===== src/rtl/prgrom_loader.sv =====
// Byte-stream program loader: takes a 16-bit little-endian word count header followed by
// little-endian 32-bit words and writes them sequentially into the instruction memory.
module prgrom_loader #(
    parameter int ADDR_W         = 14,
    parameter int TIMEOUT_CYCLES = 1000000,
    parameter int CNT_W          = 16
) (
    input  logic              clock,
    input  logic              reset,
    input  logic              start,
    input  logic              byte_valid,
    input  logic [7:0]        byte_data,
    output logic              byte_ready,
    output logic              mem_we,
    output logic [ADDR_W-1:0] mem_addr,
    output logic [31:0]       mem_wdata,
    output logic              cpu_hold,
    output logic              done,
    output logic              err,
    output logic [CNT_W-1:0]  words_loaded
);

    localparam int TO_W = $clog2(TIMEOUT_CYCLES) + 1;
    localparam logic [TO_W-1:0] TO_LAST = TO_W'(TIMEOUT_CYCLES - 1);
    localparam longint unsigned MAX_WORDS = 64'd1 << ADDR_W;

    typedef enum logic [2:0] {
        IDLE,
        HDR0,
        HDR1,
        DATA,
        WRITE,
        DONE,
        ERR
    } state_t;

    state_t           state;
    state_t           next_state;
    logic [7:0]       count_lo;
    logic [CNT_W-1:0] word_count;
    logic [1:0]       byte_idx;
    logic [23:0]      asm_buf;
    logic [TO_W-1:0]  to_cnt;

    logic             accept;
    logic             timed_out;
    logic             last_word;
    logic [CNT_W-1:0] hdr_count;

    assign accept    = byte_valid && byte_ready;
    assign timed_out = (to_cnt == TO_LAST);
    assign last_word = ((words_loaded + CNT_W'(1)) == word_count);
    assign hdr_count = CNT_W'({byte_data, count_lo});

    always_ff @(posedge clock or posedge reset) begin
        if (reset) begin
            state <= IDLE;
        end else begin
            state <= next_state;
        end
    end

    always_comb begin
        next_state = state;
        byte_ready = 1'b0;
        mem_we     = 1'b0;
        cpu_hold   = 1'b0;
        done       = 1'b0;
        err        = 1'b0;
        case (state)
            IDLE, DONE, ERR: begin
                done = (state == DONE);
                err  = (state == ERR);
                if (start) begin
                    next_state = HDR0;
                end
            end
            HDR0: begin
                byte_ready = 1'b1;
                cpu_hold   = 1'b1;
                if (accept) begin
                    next_state = HDR1;
                end
            end
            HDR1: begin
                byte_ready = 1'b1;
                cpu_hold   = 1'b1;
                if (accept) begin
                    if (hdr_count == '0) begin
                        next_state = DONE;
                    end else if (64'(hdr_count) > MAX_WORDS) begin
                        next_state = ERR;
                    end else begin
                        next_state = DATA;
                    end
                end else if (timed_out) begin
                    next_state = ERR;
                end
            end
            DATA: begin
                byte_ready = 1'b1;
                cpu_hold   = 1'b1;
                if (accept) begin
                    if (byte_idx == 2'd3) begin
                        next_state = WRITE;
                    end
                end else if (timed_out) begin
                    next_state = ERR;
                end
            end
            WRITE: begin
                mem_we     = 1'b1;
                cpu_hold   = 1'b1;
                next_state = last_word ? DONE : DATA;
            end
            default: begin
                next_state = IDLE;
            end
        endcase
    end

    // Datapath: header capture, lane assembly, address/count bookkeeping and the inter-byte timer.
    always_ff @(posedge clock or posedge reset) begin
        if (reset) begin
            count_lo     <= '0;
            word_count   <= '0;
            byte_idx     <= '0;
            asm_buf      <= '0;
            to_cnt       <= '0;
            mem_addr     <= '0;
            mem_wdata    <= '0;
            words_loaded <= '0;
        end else begin
            case (state)
                IDLE, DONE, ERR: begin
                    if (start) begin
                        words_loaded <= '0;
                        mem_addr     <= '0;
                        byte_idx     <= '0;
                        to_cnt       <= '0;
                    end
                end
                HDR0: begin
                    if (accept) begin
                        count_lo <= byte_data;
                    end
                end
                HDR1: begin
                    if (accept) begin
                        word_count <= hdr_count;
                        to_cnt     <= '0;
                    end else begin
                        to_cnt <= to_cnt + TO_W'(1);
                    end
                end
                DATA: begin
                    if (accept) begin
                        to_cnt   <= '0;
                        byte_idx <= byte_idx + 2'd1;
                        case (byte_idx)
                            2'd0:    asm_buf[7:0]   <= byte_data;
                            2'd1:    asm_buf[15:8]  <= byte_data;
                            2'd2:    asm_buf[23:16] <= byte_data;
                            default: mem_wdata      <= {byte_data, asm_buf};
                        endcase
                    end else begin
                        to_cnt <= to_cnt + TO_W'(1);
                    end
                end
                WRITE: begin
                    mem_addr     <= mem_addr + ADDR_W'(1);
                    words_loaded <= words_loaded + CNT_W'(1);
                    byte_idx     <= '0;
                end
                default: begin
                end
            endcase
        end
    end

endmodule


===== config.mk =====
export PLATFORM = sky130hd
export DESIGN_NAME = prgrom_loader
export DESIGN_NICKNAME = d
export VERILOG_FILES = /design/src/rtl/prgrom_loader.sv
export SDC_FILE = /design/constraint.sdc
export NUM_CORES = 1
export LEC_CHECK = 0
export ABC_AREA = 1
export CAP_MARGIN = 15
export CORE_MARGIN = 1
export CORE_UTILIZATION = 43
export CTS_CLUSTER_DIAMETER = 120
export CTS_CLUSTER_SIZE = 16
export DETAILED_ROUTE_END_ITERATION = 8
export PLACE_DENSITY = 0.76
export SLEW_MARGIN = 10
export SYNTH_ARGS = -nofsm -noshare
export SYNTH_HDL_FRONTEND = slang
export SYNTH_SLANG_ARGS = --single-unit

===== constraint.sdc =====
create_clock -name clock -period 4.3 [get_ports clock]
set_input_delay 0.645 -clock clock [delete_from_list [all_inputs] [get_ports clock]]
set_output_delay 0.645 -clock clock [all_outputs]
set_load 0.02 [all_outputs]

=== Word-level counts from Yosys, hierarchy flattened ===
Cells that the tools add are included.

* $add $sub $neg: 4
* Magnitude comparators: 1
* Equality and inequality tests: 15
* Multiplexer cells: 25
* Bitwise gates (word level): 1
* Reductions and logical operators: 22

{| class="wikitable"
|+ Operators with widths
! cell !! number
|-
| $mux W21 || 2
|-
| $pmux W21 S2 || 1
|-
| $pmux W16 S2 || 1
|-
| $pmux W14 S2 || 1
|-
| $mux W3 || 9
|-
| $add A21 B1 Y21 const B || 1
|-
| $eq A21 B20 Y1 const B || 1
|-
| $reduce_and A3 Y1 || 6
|-
| $add A16 B1 Y16 const B || 1
|-
| $eq A16 B16 Y1 || 1
|-
| $gt A16 B15 Y1 const B || 1
|-
| $logic_not A16 Y1 || 1
|-
| $mux W16 || 1
|-
| $pmux W3 S5 || 1
|-
| $add A14 B1 Y14 const B || 1
|-
| $mux W14 || 1
|-
| $eq A3 B3 Y1 const B || 3
|-
| $reduce_or A3 Y1 || 3
|-
| $reduce_and A2 Y1 || 4
|-
| $eq A3 B2 Y1 const B || 2
|-
| $ne A2 B2 Y1 const B || 3
|-
| $pmux W2 S3 || 1
|-
| $mux W1 || 5
|-
| $eq A2 B2 Y1 const B || 2
|-
| 13 further kinds || 15
|}

* Flip-flop bits (word level): 136
* Bits of input ports: 12

=== Longest topological paths before layout ===
Gate-level depths: netlist of run 1.

* Word-level depth: 6
* Depth in mapped cells: 16
* Mapped depth without buffers: 16

=== Worst setup path before layout of run 1 ===
Ideal clock, no wire load.

* Path kind: flip-flop to output port
* Start: register state[2]
* End: output cpu_hold
* Arrival: 1424 ps
* Required time: 3655 ps
* Slack: 2231 ps
* Cell stages (with the launch flop): 8
* Path through: dfrtp_1 buf_4 inv_2 nor2_4 inv_1 buf_2 buf_1 nand2_1

* Longest elaborated chain between the ends: 3

{| class="wikitable"
|+ Ends and longest elaborated chain
! what !! line !! source
|-
| start: declaration || 37 || <nowiki>state_t state;</nowiki>
|-
| start signal: assignment || 59 || <nowiki>state <= next_state;</nowiki>
|-
| $eq A3 B2 Y1, or another cell as far along || 70 || <nowiki>case (state)</nowiki>
|-
| $reduce_or A4 Y1 (no source line) * || -- ||
|-
| $mux W1 * || 70 ||
|-
| end: declaration || 17 || <nowiki>output logic cpu_hold,</nowiki>
|}

Every way passes the cells marked *; elsewhere a longest branch is shown, timed or not.

=== Final worst setup path of run 1 ===
Ends and elaborated chain as after synthesis.

==> qor.yml, run 1 <==
sta:
  max_slew_margin: 0.488
  fin_tns_setup_ns: 0
  tightest_slew_ns: 0.767
  post-route-period-util: 0.775
  grt_setup_unrepaired: "false"
  setup_viol: 0
  min_period_ns: 3.33
  fin_worst_skew_ns: 0.00919
  fmax_mhz: 300
  hold_viol_final: 0
  slew_violations: 0
clocking:
  postCtsSetupBuffers: 0
  clock_sinks: 136
  cts.repair.resized: 0
  cts_tree: "done"
  cts-htree-levels: 4
  path_clk_slew_ns: 0.06
  clk_path_buf_depth: 2
  cts.root.buffer_cell: "clkbuf_16"
  hold_buffers: 0
  numCtsBuffers: 17
  clk_latency_ns: 0.42
yosys:
  yosysUniqueCellTypes: 42
  synth_top_area_cell: "dfrtp_1"
  avgSynthCellArea_um2: 8.56
  synth.top_cell.area_share: 0.509
  synthCells: 780
  yosysMostFrequentCell: "nand2_1"
  synth_nets: 800
  ys_ff_latch: 136
  synthTopCellsByCount: "nand2_1 (199), dfrtp_1 (136), inv_1 (86)"
  synth_edf_count: 0
  synth-main-ff-cell: "dfrtp_1"
  ys_top_cells_by_area: "dfrtp_1 (51%), nand2_1 (11%), o21ai_0 (5.5%)"
  yosysWarnings: 0
  yosysSeqAreaShare: 0.509
  synth_area_um2: 6680
  synthArstFlopShare: 1.00
global_routing:
  grt_pass1_vias: 5378
  grt.overflow.total: 0
  grt_pass1_wl_um: 25900
  antenna_found_initial: 0
  grt_max_degree: 49
  grt_usage: 0.206
finish:
  syn_to_final_growth_pct: 22.9
  nets: 884
  fillers: 1356
  drive_above_1_share: 0.108
  diodes: 0
floorplan:
  io_pins: 79
  fp.dieW_um: 127
  die_area_um2: 16000
  fp.dieH_um: 127
  design.core.area_um2: 15200
  rows: 45
  start_util: 0.439
detailed_routing:
  viasPerCell: 5.27
  via_count: 5611
  detail-route-antenna-nets: 0
  detail_route.iter0.violations: 365
  post_drt_wl_per_cell_um: 14.4
  wl_um: 15300
  dr.pass1.iters: 5
  drc: 0
status:
  outcome: "finished, final reports clean"
setup_path:
  endpoint_kind: "primary output"
  cp_max_fo: 21
  crit_type: "flip-flop to primary output"
  crit_path_start_kind: "flip-flop"
  cp.arrival_ns: 2.69
  worst_ep_required_time_ns: 3.65
pwr:
  power_density_nw_per_um2: 501
  leakage_nw: 3.74
  total_power_mw: 4.11
  ir_drop_uv: 362
placement:
  hpwl_um: 10800
  port_buffers: 78
  place_congestion: 0.909
hold_path:
  min_path_type: "flip-flop to flip-flop"
flow_run:
  drv_cap: 0
## critical path: stages (launching register included)
cell and delay, ns:
dfrtp_1 0.54, inv_2 0.14, nor2_4 0.36, inv_1 0.44, nand2_1 0.17, clkdlybuf4s50_1 0.62
## path summary, 6_finish.rpt
path                       cells after the start              end  slack (ns)         from
max                                            5         cpu_hold        0.97     state[2]
min                                            2      asm_buf[14]        0.48  asm_buf[14]
max reg2reg                                    5  words_loaded[4]        1.81     state[2]
min reg2reg                                    2      asm_buf[14]        0.48  asm_buf[14]
max in group asynchronous                      3      mem_addr[8]        2.80        reset
min in group asynchronous                      2    mem_wdata[21]        0.64        reset
## stage by stage
stage	area, um2	cells	worst slack [ns]	hold WS [ns]	utilization
after CTS	8210	1065	0.965	0.483	0.540
final	8210	1065	0.968	0.482	0.540
after global routing	8210	1065	0.824	0.500	0.540
after floorplan	6680	780	0.0155	0.446	-
after global placement	7650	1033	1.45	0.464	0.503
after detailed placement	7650	1033	1.42	0.470	0.503
## power breakdown
group | internal [mW] | switching (mW) | total (mW)
Sequential | 1.52 | 0.182 | 1.70
Clock | 0.826 | 0.548 | 1.37
Combinational | 0.367 | 0.671 | 1.04
Total | 2.71 | 1.40 | 4.11
## placed cells by master, fill, tap and decap left out, types with 3 or more instances in the layout
master / n
a21oi_1: 23
nor3_1: 11
clkbuf_16: 17
inv_2: 7
o21ai_0: 73
ha_1: 8
nor4_1: 3
clkinvlp_4: 4
buf_4: 4
nand3b_1: 4
o31ai_1: 3
nor2_4: 9
dfrtp_1: 136
o22ai_1: 12
nand2_1: 199
nand2_2: 5
nand4_1: 18
inv_1: 85
clkbuf_1: 3
o32ai_1: 4
mux2_2: 26
clkdlybuf4s50_1: 78
nand3_1: 49
nor2_1: 54
nor2_2: 5
a31oi_1: 3
## flip-flops by register name, indices dropped and copies added, names as in the netlist
signal	flops
mem_wdata	32
asm_buf	24
to_cnt	21
word_count	16
words_loaded	16
mem_addr	14
count_lo	8
state	3
byte_idx	2
## cells by family (layout without fill, tap and decap cells)
kind of cell    count (synthesis)  after routing  share of synthesized area
mux                            29             29                     0.0487
flops                         136            136                      0.509
compound gates                126            126                      0.106
simple gates                  366            366                      0.249
fa+ha+maj                       8              8                     0.0150
xor+xnor                        5              5                    0.00862
buf+inv                       110            207                     0.0637
## area by class of cell
| class | count | area (um2) | area share |
|---|---|---|---|
| sequential | 136 | 3400 | 0.414 |
| multi-input combinational | 534 | 2850 | 0.347 |
| timing repair buffer | 82 | 811 | 0.0987 |
| clock buffer | 22 | 464 | 0.0565 |
| inverter | 93 | 352 | 0.0428 |
| tap | 188 | 235 | 0.0286 |
| clock inverter | 10 | 96.3 | 0.0117 |
## routing by layer
metal / wire length (um) / GRT usage / share of wire / up-vias
li1: - / - / - / 2753
met1: 6860 / 0.268 / 0.45 / 2678
met2: 7390 / 0.334 / 0.48 / 154
met3: 700 / 0.0443 / 0.046 / 26
met4: 383 / 0.0829 / 0.025 / 0
met5: 0 / 0 / 0 / -
No activity file was read; power rests on OpenSTA's default activity.
==> inputs of run 2 (changes only) <==
--- a/config.mk
+++ b/config.mk
@@ -12,7 +12,7 @@
 export CTS_CLUSTER_DIAMETER = 120
 export CTS_CLUSTER_SIZE = 16
 export DETAILED_ROUTE_END_ITERATION = 8
-export PLACE_DENSITY = 0.76
+export PLACE_DENSITY = 0.74
 export SLEW_MARGIN = 10
 export SYNTH_ARGS = -nofsm -noshare
 export SYNTH_HDL_FRONTEND = slang
==> constraint.sdc (replaced) <==
create_clock -name clock -period 3.2 [get_ports clock]
set_input_delay 0.48 -clock clock [delete_from_list [all_inputs] [get_ports clock]]
set_output_delay 0.48 -clock clock [all_outputs]
set_load 0.02 [all_outputs]
==> run 2 against run 1 <==
  * Non-clock buffer count rose by 1
  * First-iteration DRC count up 1.6%
  * Via count down 0.91%
  * Sequential share of layout area shrank 0.29 points
  * Routed wire length rose by 1.2%
  * Clock power rose by 42%
  * Total power grew 37%
  * Sequential power grew 35%
  * Core utilization rose by 0.38 points
  * Setup slack worse by 0.43 ns
  * Critical endpoint unchanged
==> qor.yml, run 2 (synthesized netlist as in run 1, its figures left out) <==
status:
  outcome: "finished, final reports clean"
clocking:
  postCtsSetupBuffers: 0
  clock_sinks: 136
  numCtsBuffers: 17
  path_clk_slew_ns: 0.06
  cts.repair.resized: 0
  cts.root.buffer_cell: "clkbuf_16"
  cts-htree-levels: 4
  clk_path_buf_depth: 2
  hold_buffers: 0
  cts_tree: "done"
  clk_latency_ns: 0.42
finish:
  nets: 885
  drive_above_1_share: 0.113
  diodes: 0
  regMostFlops: "mem_wdata"
  final_cell_mix: "nand2_1 (199), dfrtp_1 (136), inv_1 (85), clkdlybuf4s50_1 (78), o21ai_0 (73)"
  largestRegisters: "mem_wdata x32, asm_buf x24, to_cnt x21"
  syn_to_final_growth_pct: 23.8
  largest_reg_flops: 32
  mostFrequentLayoutCell: "nand2_1"
pwr:
  ir_drop_uv: 459
  leakage_nw: 3.77
  power_density_nw_per_um2: 682
setup_path:
  regToRegSetupSlack_ns: 0.93
  r2r-end: "mem_addr[2]"
  crit_type: "flip-flop to primary output"
  rr_worst_depth: 7
  critical_path_buf_inv_count: 4
  crit_path_start_kind: "flip-flop"
  path_cells: "inv_2 -> nor2_4 -> buf_4 -> inv_1 -> nand2_1 -> clkdlybuf4s50_1"
  slowest_delay_ns: 0.60
  cp.arrival_ns: 2.18
  crit_family: "buffers and inverters"
  worst_ep_required_time_ns: 2.72
  reg2reg_from: "state[2]"
  critPathSlowestCell: "clkdlybuf4s50_1"
  endpoint_kind: "primary output"
  cp_max_fo: 15
hold_path:
  min_path_type: "input port to asynchronous set/reset pin"
floorplan:
  die_area_um2: 16000
  io_pins: 79
  design.core.area_um2: 15200
  fp.dieH_um: 127
  fp.dieW_um: 127
  rows: 45
  start_util: 0.439
detailed_routing:
  via_count: 5560
  viasPerCell: 5.22
  detail-route-antenna-nets: 0
  drc: 0
  detail_route.iter0.violations: 371
  post_drt_wl_per_cell_um: 14.6
  dr.pass1.iters: 5
  wl_um: 15500
global_routing:
  grt_pass1_wl_um: 26200
  grt.overflow.total: 0
  grt_pass1_vias: 5335
  grt_max_degree: 77
  antenna_found_initial: 0
  grt_usage: 0.209
sta:
  max_slew_margin: 0.448
  fmax_mhz: 375
  tightest_slew_ns: 0.826
  setup_viol: 0
  post-route-period-util: 0.832
  hold_viol_final: 0
  fin_tns_setup_ns: 0
  min_period_ns: 2.66
  grt_setup_unrepaired: "false"
  whs_ns: 0.425
  fin_worst_skew_ns: 0.00876
  slew_violations: 0
flow_run:
  drv_cap: 0
placement:
  port_buffers: 78
  place_congestion: 0.882
  hpwl_um: 10900
-- run 2: per-stage QoR --
step	total power, mW	setup slack (ns)	area, um2	utilization	instances
6_report	5.64	0.536	8270	0.544	1066
5_1_grt	5.99	0.406	8270	0.544	1066
4_1_cts	5.67	0.526	8270	0.544	1066
3_5_place_dp	3.72	0.947	7690	0.506	1034
3_3_place_gp	3.67	0.993	7690	0.506	1034
2_1_floorplan	3.28	1.03	6680	-	780
-- run 2: final cells by class --
| type | instances | area [um2] |
|---|---|---|
| Inverter | 93 | 353 |
| Fill cell | 1358 | 6930 |
| Tap cell | 188 | 235 |
| Sequential cell | 136 | 3400 |
| Clock buffer | 19 | 453 |
| Multi-Input combinational cell | 534 | 2850 |
| Timing Repair Buffer | 83 | 843 |
| Clock inverter | 13 | 131 |
-- run 2: worst max-delay path by stage --
stage / startpoint / to / cells after the start
3_5_place_dp: state[2] / mem_addr[4] / 7
3_3_place_gp: state[2] / cpu_hold / 6
5_1_grt: state[2] / cpu_hold / 6
2_1_floorplan: reset / asm_buf[0] / 1
4_1_cts: state[2] / cpu_hold / 6
6_report: state[2] / cpu_hold / 6
-- run 2: layer usage --
metal,vias to the layer above,global-route usage,routed length [um]
li1,2744,-,-
met1,2640,0.278,7290
met2,145,0.336,7320
met3,31,0.0434,604
met4,0,0.0794,307
met5,-,0,0
-- run 2: power by group --
| part | switching, mW | internal, mW | leakage [nW] |
|---|---|---|---|
| registers | 0.249 | 2.04 | 1.84 |
| logic | 0.909 | 0.501 | 1.64 |
| clock network | 0.807 | 1.13 | 0.284 |
-- run 2: worst register-to-register path: cells and delay by family (launching register included) --
family	cells	cell delay (ns)
AND/OR/NAND/NOR	3	0.94
flip-flops	1	0.53
buffers and inverters	2	0.23
AO/OA/AOI/OAI	2	0.42
==> inputs of run 3 (changes only) <==
--- a/config.mk
+++ b/config.mk
@@ -12,7 +12,7 @@
 export CTS_CLUSTER_DIAMETER = 120
 export CTS_CLUSTER_SIZE = 16
 export DETAILED_ROUTE_END_ITERATION = 8
-export PLACE_DENSITY = 0.74
+export PLACE_DENSITY = 0.76
 export SLEW_MARGIN = 10
 export SYNTH_ARGS = -nofsm -noshare
 export SYNTH_HDL_FRONTEND = slang
==> constraint.sdc (replaced) <==
create_clock -name clock -period 2.2 [get_ports clock]
set_input_delay 0.33 -clock clock [delete_from_list [all_inputs] [get_ports clock]]
set_output_delay 0.33 -clock clock [all_outputs]
set_load 0.02 [all_outputs]
==> run 3 against run 2 <==
  * Core utilization increased by 1.2 points
  * Global-route usage about the same
  * Critical path depth decreased by 2
  * Cell area increased by 2.2%
  * Non-clock buffer count increased by 15
  * Setup slack got worse by 0.46 ns
  * Count of clock-buffer cells in the layout unchanged
  * Critical path type unchanged
==> qor.yml, run 3 (synthesized netlist as in run 1, its figures left out) <==
hold_path:
  min_path_type: "input port to asynchronous set/reset pin"
sta:
  setup_viol: 0
  tightest_slew_ns: 0.524
  max_slew_margin: 0.650
  slew_violations: 0
  post-route-period-util: 0.964
  fin_worst_skew_ns: 0.00627
  fmax_mhz: 471
  min_period_ns: 2.12
  hold_viol_final: 0
  whs_ns: 0.387
finish:
  seq_area_um2: 3400
  fillers: 1355
  syn_to_final_growth_pct: 26.5
  mostFrequentLayoutCell: "nand2_1"
  nets: 901
  largestRegisters: "mem_wdata x32, asm_buf x24, to_cnt x21"
  largest_reg_flops: 32
  final_cell_mix: "nand2_1 (198), dfrtp_1 (135), inv_1 (85), clkdlybuf4s50_1 (74), o21ai_0 (73)"
  finish.utilization: 0.556
  diodes: 0
  multi_input_area_um2: 2870
  drive_above_1_share: 0.131
  regMostFlops: "mem_wdata"
  instances_no_fill: 1081
setup_path:
  cp.arrival_ns: 1.79
  rr_worst_depth: 14
  crit_path_start_kind: "flip-flop"
  endpoint_kind: "primary output"
  cp_max_fo: 6
  worst_ep_required_time_ns: 1.87
  crit_type: "flip-flop to primary output"
floorplan:
  fp.dieW_um: 127
  design.core.area_um2: 15200
  rows: 45
  fp.dieH_um: 127
  die_area_um2: 16000
  io_pins: 79
  start_util: 0.439
flow_run:
  drv_cap: 0
pwr:
  internal_power_mw: 5.70
  p_clk_frac: 0.359
  swShare: 0.332
  comb_power_share: 0.248
  leakage_nw: 3.88
  p_switching_mw: 2.83
  ir_drop_uv: 655
  power_density_nw_per_um2: 1010
  seqPwrFrac: 0.392
detailed_routing:
  post_drt_wl_per_cell_um: 14.4
  detail_route.iter0.violations: 340
  detail-route-antenna-nets: 0
  via_count: 5643
  wl_um: 15600
  dr.pass1.iters: 5
  drc: 0
  viasPerCell: 5.22
global_routing:
  grt.overflow.total: 0
  grt_max_degree: 72
  grt_pass1_vias: 5349
  grt_usage: 0.209
  antenna_found_initial: 0
  grt_pass1_wl_um: 26300
clocking:
  cts_tree: "done"
  clock_sinks: 136
  clk_path_buf_depth: 2
  cts-htree-levels: 4
  clk_latency_ns: 0.42
  numCtsBuffers: 17
  cts.root.buffer_cell: "clkbuf_16"
  path_clk_slew_ns: 0.06
placement:
  port_buffers: 78
  place_congestion: 0.876
  place_inst: 1049
  hpwl_um: 10800
status:
  outcome: "finished, final reports clean"
[run 3: area by class of cell]
class / count / share of cell area
clock buffers: 19 / 0.0524
clock inverters: 12 / 0.0221
inverters: 93 / 0.0417
multi-input cells: 535 / 0.339
flip-flops and latches: 136 / 0.403
well taps: 188 / 0.0278
repair buffers: 98 / 0.114
[run 3: per-stage QoR]
| stage | TNS, ns | area, um2 | setup slack, ns | power [mW] |
|---|---|---|---|---|
| after CTS | 0 | 8440 | 0.0622 | 8.58 |
| after detailed placement | 0 | 7810 | 0.148 | 5.50 |
| final | 0 | 8450 | 0.0784 | 8.53 |
| after floorplan | 0 | 6680 | 0.177 | 4.78 |
| after global placement | 0 | 7810 | 0.155 | 5.45 |
| after global routing | -0.0201 | 8450 | -0.0201 | 9.04 |
[run 3: critical path: stages, from the launching register on]
cell	delay [ns]
dfrtp_1	0.45
inv_1	0.08
nand2_1	0.11
nor2_1	0.11
clkdlybuf4s50_1	0.62
[run 3: repair_timing]
item	CTS	global route
buffers inserted	0	0
hold buffers	0	0
gates cloned	0	1
pin swaps	0	2
gates resized for setup	4	4
setup endpoints to repair	4	2
[run 3: metal layers]
layer | part of all wire | up-vias | global-route usage
li1 | - | 2783 | -
met5 | 0 | - | 0
met4 | 0.021 | 0 | 0.0907
met1 | 0.47 | 2697 | 0.286
met3 | 0.039 | 22 | 0.0430
met2 | 0.47 | 141 | 0.322
[run 3: power groups by stage]
stage	clock [mW]	sequential (mW)	combinational, mW
2_1_floorplan	0	3.29	1.49
3_3_place_gp	0	3.36	2.09
3_5_place_dp	0	3.38	2.13
4_1_cts	3.11	3.34	2.13
5_1_grt	3.22	3.41	2.41
6_report	3.07	3.35	2.12
[run 3: final timing paths]
kind / from / to / slack, ns
max in group asynchronous: reset / to_cnt[16] / 1.49
worst min-delay path: reset / to_cnt[6] / 0.39
worst max register to register: words_loaded[1] / state[1] / 0.16
min in group clock: asm_buf[0] / asm_buf[0] / 0.48
worst max-delay path: state[0] / err / 0.08
worst min register to register: asm_buf[0] / asm_buf[0] / 0.48
